--- src/rtl/apb2axi_pkg.sv ---
// Shared definitions for the APB-to-AXI bridge.
package apb2axi_pkg;

   // Width of one command entry carried through the request FIFOs.
   localparam int unsigned CMD_ENTRY_W = 48;

   // Default outstanding-transaction limits for the issue scheduler.
   localparam int unsigned MAX_WR_OUT_DEF = 4;
   localparam int unsigned MAX_RD_OUT_DEF = 4;
   localparam int unsigned MAX_TOTAL_DEF  = 6;

   // Issue direction, also used as the round-robin pointer encoding.
   typedef enum logic {
      DIR_WR = 1'b0,
      DIR_RD = 1'b1
   } issue_dir_e;

   // Counter width able to hold the larger per-direction cap.
   function automatic int unsigned cnt_width(input int unsigned max_a, input int unsigned max_b);
      return $clog2(((max_a > max_b) ? max_a : max_b) + 1);
   endfunction

endpackage

--- src/rtl/apb2axi_credit_cnt.sv ---
// Outstanding-transaction counter: +1 on load, -1 on completion, sticky underflow.
module apb2axi_credit_cnt #(
   parameter int unsigned MAX   = 4,
   parameter int unsigned CNT_W = 3
) (
   input  logic             aclk,
   input  logic             aresetn,
   input  logic             inc,
   input  logic             dec,
   output logic [CNT_W-1:0] cnt,
   output logic             underflow
);

   // Count update; a completion at zero holds the count and flags underflow.
   always_ff @(posedge aclk or negedge aresetn) begin
      if (!aresetn) begin
         cnt       <= '0;
         underflow <= 1'b0;
      end else begin
         case ({inc, dec})
            2'b10: begin
               if (cnt != CNT_W'(MAX)) cnt <= cnt + CNT_W'(1);
            end
            2'b01: begin
               if (cnt == '0) underflow <= 1'b1;
               else           cnt       <= cnt - CNT_W'(1);
            end
            default: ;
         endcase
      end
   end

endmodule

--- src/rtl/apb2axi_issue_sched.sv ---
// Credit-gated issue scheduler between request FIFOs and AXI builders.
// Optional read-after-write fence: define APB2AXI_WR_FENCE_EN.
module apb2axi_issue_sched
   import apb2axi_pkg::*;
#(
   parameter  int unsigned ENTRY_W    = CMD_ENTRY_W,
   parameter  int unsigned MAX_WR_OUT = MAX_WR_OUT_DEF,
   parameter  int unsigned MAX_RD_OUT = MAX_RD_OUT_DEF,
   parameter  int unsigned MAX_TOTAL  = MAX_TOTAL_DEF,
   localparam int unsigned CNT_W      = cnt_width(MAX_WR_OUT, MAX_RD_OUT)
) (
   input  logic               aclk,
   input  logic               aresetn,
   input  logic               wr_fifo_vld,
   input  logic [ENTRY_W-1:0] wr_fifo_data,
   output logic               wr_fifo_rdy,
   output logic               wr_bld_vld,
   output logic [ENTRY_W-1:0] wr_bld_data,
   input  logic               wr_bld_rdy,
   input  logic               rd_fifo_vld,
   input  logic [ENTRY_W-1:0] rd_fifo_data,
   output logic               rd_fifo_rdy,
   output logic               rd_bld_vld,
   output logic [ENTRY_W-1:0] rd_bld_data,
   input  logic               rd_bld_rdy,
   input  logic               wr_cpl,
   input  logic               rd_cpl,
   output logic [CNT_W-1:0]   wr_out_cnt,
   output logic [CNT_W-1:0]   rd_out_cnt,
   output logic               idle,
   output logic               cpl_underflow
);

   localparam int unsigned TOT_W = CNT_W + 1;

   issue_dir_e       rr_ptr, rr_ptr_nxt;
   logic             wr_load, rd_load;
   logic             wr_space, rd_space;
   logic             wr_elig, rd_elig;
   logic             rd_fence_ok;
   logic             shared_ok, last_credit;
   logic [TOT_W-1:0] total_cnt;
   logic             wr_uf, rd_uf;

   // Output register can take a new entry when empty or emptying this cycle.
   assign wr_space = !wr_bld_vld || wr_bld_rdy;
   assign rd_space = !rd_bld_vld || rd_bld_rdy;

   assign total_cnt   = TOT_W'(wr_out_cnt) + TOT_W'(rd_out_cnt);
   assign shared_ok   = total_cnt <  TOT_W'(MAX_TOTAL);
   assign last_credit = total_cnt == TOT_W'(MAX_TOTAL - 1);

`ifdef APB2AXI_WR_FENCE_EN
   // Reads wait until every write has completed and none is queued.
   assign rd_fence_ok = (wr_out_cnt == '0) && !wr_bld_vld;
`else
   assign rd_fence_ok = 1'b1;
`endif

   assign wr_elig = aresetn && wr_space && wr_fifo_vld && (wr_out_cnt < CNT_W'(MAX_WR_OUT));
   assign rd_elig = aresetn && rd_space && rd_fifo_vld && (rd_out_cnt < CNT_W'(MAX_RD_OUT))
                    && rd_fence_ok;

   // Grant: round-robin only when both contend for the last shared credit.
   always_comb begin
      wr_load    = 1'b0;
      rd_load    = 1'b0;
      rr_ptr_nxt = rr_ptr;
      if (shared_ok) begin
         if (wr_elig && rd_elig && last_credit) begin
            if (rr_ptr == DIR_WR) begin
               wr_load    = 1'b1;
               rr_ptr_nxt = DIR_RD;
            end else begin
               rd_load    = 1'b1;
               rr_ptr_nxt = DIR_WR;
            end
         end else begin
            wr_load = wr_elig;
            rd_load = rd_elig;
         end
      end
   end

   assign wr_fifo_rdy = wr_load;
   assign rd_fifo_rdy = rd_load;

   // Round-robin pointer register.
   always_ff @(posedge aclk or negedge aresetn) begin
      if (!aresetn) rr_ptr <= DIR_WR;
      else          rr_ptr <= rr_ptr_nxt;
   end

   // Write output register; data held while the builder stalls.
   always_ff @(posedge aclk or negedge aresetn) begin
      if (!aresetn) begin
         wr_bld_vld  <= 1'b0;
         wr_bld_data <= '0;
      end else if (wr_load) begin
         wr_bld_vld  <= 1'b1;
         wr_bld_data <= wr_fifo_data;
      end else if (wr_bld_rdy) begin
         wr_bld_vld  <= 1'b0;
      end
   end

   // Read output register; data held while the builder stalls.
   always_ff @(posedge aclk or negedge aresetn) begin
      if (!aresetn) begin
         rd_bld_vld  <= 1'b0;
         rd_bld_data <= '0;
      end else if (rd_load) begin
         rd_bld_vld  <= 1'b1;
         rd_bld_data <= rd_fifo_data;
      end else if (rd_bld_rdy) begin
         rd_bld_vld  <= 1'b0;
      end
   end

   apb2axi_credit_cnt #(.MAX(MAX_WR_OUT), .CNT_W(CNT_W)) u_wr_cnt (
      .aclk      (aclk),
      .aresetn   (aresetn),
      .inc       (wr_load),
      .dec       (wr_cpl),
      .cnt       (wr_out_cnt),
      .underflow (wr_uf)
   );

   apb2axi_credit_cnt #(.MAX(MAX_RD_OUT), .CNT_W(CNT_W)) u_rd_cnt (
      .aclk      (aclk),
      .aresetn   (aresetn),
      .inc       (rd_load),
      .dec       (rd_cpl),
      .cnt       (rd_out_cnt),
      .underflow (rd_uf)
   );

   assign cpl_underflow = wr_uf || rd_uf;
   assign idle = (wr_out_cnt == '0) && (rd_out_cnt == '0) && !wr_bld_vld && !rd_bld_vld;

endmodule
--- config.mk ---
export PLATFORM = sky130hd
export DESIGN_NAME = apb2axi_issue_sched
export DESIGN_NICKNAME = d
export VERILOG_FILES = /design/src/rtl/apb2axi_pkg.sv /design/src/rtl/apb2axi_credit_cnt.sv /design/src/rtl/apb2axi_issue_sched.sv
export SDC_FILE = /design/constraint.sdc
export NUM_CORES = 1
export LEC_CHECK = 0
export BUFFER_PORTS_ARGS = -buffer_cell sky130_fd_sc_hd__buf_4
export CAP_MARGIN = 20
export CORE_UTILIZATION = 43
export CTS_BUF_LIST = sky130_fd_sc_hd__clkbuf_2 sky130_fd_sc_hd__clkbuf_4 sky130_fd_sc_hd__clkbuf_8
export CTS_CLUSTER_SIZE = 24
export DETAILED_ROUTE_END_ITERATION = 6
export PLACE_DENSITY = 0.76
export SYNTH_ARGS = -nofsm -noshare
export SYNTH_HDL_FRONTEND = slang
export SYNTH_HIERARCHICAL = 1
export SYNTH_SLANG_ARGS = --single-unit
--- constraint.sdc ---
create_clock -name aclk -period 3.3 [get_ports aclk]
set_input_delay 0.165 -clock aclk [delete_from_list [all_inputs] [get_ports aclk]]
set_output_delay 0.165 -clock aclk [all_outputs]
set_load 0.02 [all_outputs]
==> metrics.log <==
[metrics] Die ar.: 0.0109 sq mm
[metrics] first-pass GRT wire length: 17700 um
[metrics] pins over their slew limit: 0
[metrics] via count: between 3000 and 4000
[metrics] Inserted Diodes: 0
[metrics] net count after synthesis: roughly 420
[metrics] required time at the endpoint of the critical path: approximately 3.6 ns
[metrics] Final #Nets: 660
[metrics] most common cell type on the critical path: inv_1
[metrics] commonest non-fill, non-tap cell in the layout: buf_4
[metrics] wire per inst: about 17 um
[metrics] cts bufs inserted: 9
[metrics] number of global-route vias before repair: approximately 3500
[metrics] Slowest-stage cell, CP: dfrtp_2
[metrics] Synth Register Bits: ~110
[metrics] via/cell ratio: approximately 4.9
[metrics] routed wire length: 11400 um
[metrics] unrepaired setup endpoints after global routing: no
[metrics] remaining routing DRC violations: 0
[metrics] largest stage delay on the critical path: approximately 0.4 ns
[metrics] period utilisation layout: 0.944
[metrics] overall power consumption: around 7000 uW
[metrics] largest fanout on the critical path: 6
[metrics] core area: around 0.01 sq mm
[metrics] ranking of synthesized cells by area: dfrtp_1 59%, mux2_2 23%, buf_6 2.5%
[metrics] met1 Track Usage GR: 0.242
[metrics] count of filler cells inserted in the layout: approximately 790
[metrics] Worst path top cell family by delay: adder cells
[metrics] first-pass detailed-route iteration total: 6
[metrics] worst supply voltage drop on vdd: approximately 0.00055 V
[metrics] height of the die: 104 um
[metrics] startpoint of the worst register-to-register path: u_rd_cnt/cnt[0]
[metrics] Clk Tree Root Cell: clkbuf_8
[metrics] Leakage: roughly 0.0033 uW
[metrics] routability cong.: 0.769
[metrics] post-synthesis instance area: 0.00451 sq mm
[metrics] post-synth cell types: between 40 and 50
[metrics] clock-pin slew on the worst setup and hold paths: 0.11 ns
[metrics] instance count of the mapped netlist: just over 300
[metrics] cell row count: 37
[metrics] synth-to-layout area growth: 48.6%
[metrics] fraction of final layout cells with drive strength greater than 1: 0.635
[metrics] clock tree from TritonCTS: yes
[metrics] critical path startpoint: u_rd_cnt/cnt[0]
[metrics] average size of a mapped cell: 14.9 sq um
[metrics] startpoint kind of the worst setup timing path: flop
[metrics] Most Crowded Layer GR: met2
[metrics] Power Dens Cells: between 1000 and 1500 mW/mm^2
[metrics] post-route antenna net violation count: 0
[metrics] cell type with the highest aggregate area in the netlist: dfrtp_1
[metrics] Most used DFF post-synth: dfrtp_1
[metrics] total cell area at the placement stage: just over 0.006 sq mm
[metrics] Least-Margin Pin Slew: 0.684 ns
[metrics] worst-case clock buffer depth: 2
[metrics] crit end category: flop
[metrics] number of top-level design ports: 212
[metrics] endpoints failing hold: 0
[metrics] Critical Path AT: about 3.4 ns
[metrics] Final Skew: approximately 0.013 ns
[metrics] number of buffers added on ports: around 210
[metrics] clock insertion delay at the later pin of the skew report: between 0.3 and 0.4 ns
[metrics] path type of the worst setup path: reg -> reg
[metrics] top library cells by usage in the layout, fill and taps aside: 223 x buf_4, 104 x dfrtp_1, 92 x mux2_2, 22 x dlygate4sd3_1, 16 x inv_1
[metrics] kind of path behind the tightest hold check: in -> reg
[metrics] crit-path cells: ha_2, inv_1, fa_1, xnor2_2, nand3_1, o311a_2, inv_1, ha_2, inv_1, fa_2, and3b_1, a221oi_1, nand3_1
[metrics] number of violations of the max-capacitance limit: 0
[metrics] initial detailed-routing violation count: approximately 120
[metrics] antenna violations before repair: 0
[metrics] initial core utilization: 0.441
[metrics] Sink Count: between 100 and 150
[metrics] overflow left after global routing: 0
[metrics] shortest clock period the worst path allows after layout: ~3.1 ns
[metrics] highest clock rate: approximately 320 MHz
[metrics] Horiz. Die Dim: between 100 and 150 um
[metrics] number of H-tree branching levels: 3
[metrics] Yosys warning total: 6
[metrics] sequential area share after synthesis: 0.594
[metrics] proportion of register bits with asynchronous set or reset after synthesis: 1.00
[metrics] result of the run: complete, no violations
[metrics] worst max-slew margin expressed relative to the limit: 0.544
[metrics] Tot GR Track Use: 0.210
[metrics] number of enable flip-flop cells after synthesis: 0
[metrics] GR Util met3: 0.0846
[metrics] cell area after layout: ~0.0067 sq mm
[metrics] maximum number of pins on one net before global-route repair: 55
[metrics] top cell type's share of synthesized area: 0.594
[metrics] met2 track demand over resource in global routing: 0.355
[metrics] DP HPWL: between 8000 and 9000 um
[metrics] startpoint of the tightest hold check path: rd_fifo_data[2]
[metrics] Final setup violation count: 0
[metrics] CP bufs+invs: 3
[synthesized netlist by cell type (2+ instances only)]
| cell type | number |
|---|---|
| xnor2_1 | 4 |
| dfrtp_1 | 107 |
| o21ai_0 | 3 |
| inv_1 | 17 |
| nand3_1 | 3 |
| nand2b_1 | 3 |
| buf_6 | 10 |
| mux2_4 | 4 |
| o22ai_1 | 2 |
| mux2_2 | 92 |
| a21oi_1 | 3 |
| nand2_1 | 6 |
| a21o_1 | 3 |
| or4_1 | 2 |
| nor2_1 | 7 |
| mux2i_1 | 2 |
| ha_1 | 5 |
| fa_1 | 3 |
| nor2b_1 | 2 |
| nor3b_1 | 2 |
[final cells by class]
type	instances	area, sq um	share of cell area
Sequential cell	107	2680	0.400
Timing Repair Buffer	246	1910	0.284
Clock buffer	10	138	0.0205
Clock inverter	6	62.6	0.00933
Multi-Input combinational cell	166	1680	0.250
Tap cell	136	170	0.0254
Inverter	18	70.1	0.0105
[sequential cells by signal (all words and copies together) (netlist names)]
register / flops
rd_bld_data: 48
wr_bld_vld: 1
rd_bld_vld: 1
u_wr_cnt/underflow: 1
u_wr_cnt/cnt: 3
u_rd_cnt/underflow: 1
rr_ptr: 1
u_rd_cnt/cnt: 3
wr_bld_data: 48
[per-layer routing]
layer	vias up	routed length [um]
met2	144	5930
met3	18	1040
met1	1645	4280
met5	-	0
li1	1556	-
met4	0	191
[report_power, final]
group / switching [uW] / internal (uW) / total (uW)
logic: 1910 / 1890 / 3800
clock network: 456 / 372 / 828
registers: 354 / 1970 / 2330
[final timing paths]
path | slack (ns) | cells past startpoint | end
max | 0.18 | 13 | u_wr_cnt/cnt[2]
min | 0.01 | 2 | rd_bld_data[2]
max reg2reg | 0.18 | 13 | u_wr_cnt/cnt[2]
min reg2reg | 0.47 | 1 | u_rd_cnt/underflow
max in group asynchronous | 1.59 | 4 | rd_bld_data[39]
min in group asynchronous | 0.24 | 2 | rr_ptr
[kinds of logic after synthesis]
group / count (synthesis) / share of synthesized area
simple gates: 34 / 0.0430
buf+inv: 30 / 0.0422
mux: 98 / 0.247
fa+ha+maj: 8 / 0.0272
xor+xnor: 4 / 0.00777
flops: 107 / 0.594
compound gates: 22 / 0.0388
[metrics by stage]
stage | instances | util | hold WS [ns] | TNS [ns] | setup slack (ns)
finish | 689 | 0.655 | 0.00987 | 0 | 0.184
CTS | 670 | 0.637 | 0.00177 | 0 | 0.0444
global route | 689 | 0.655 | -0.000630 | 0 | 0.0238
floorplan | 303 | - | -0.131 | -0.0123 | -0.0121
detailed placement | 646 | 0.610 | 0.0993 | 0 | 0.0687
global placement | 646 | 0.610 | 0.0930 | 0 | 0.200
[timing repair]
item	CTS	global route
hold buffers	8	14
cloned	0	0
setup endpoints to repair	1	4
resized for setup	1	2
pin swaps	0	1
endpoints found under the hold margin	29	14
setup buffers	0	5
(Power assumes the default switching activity.)
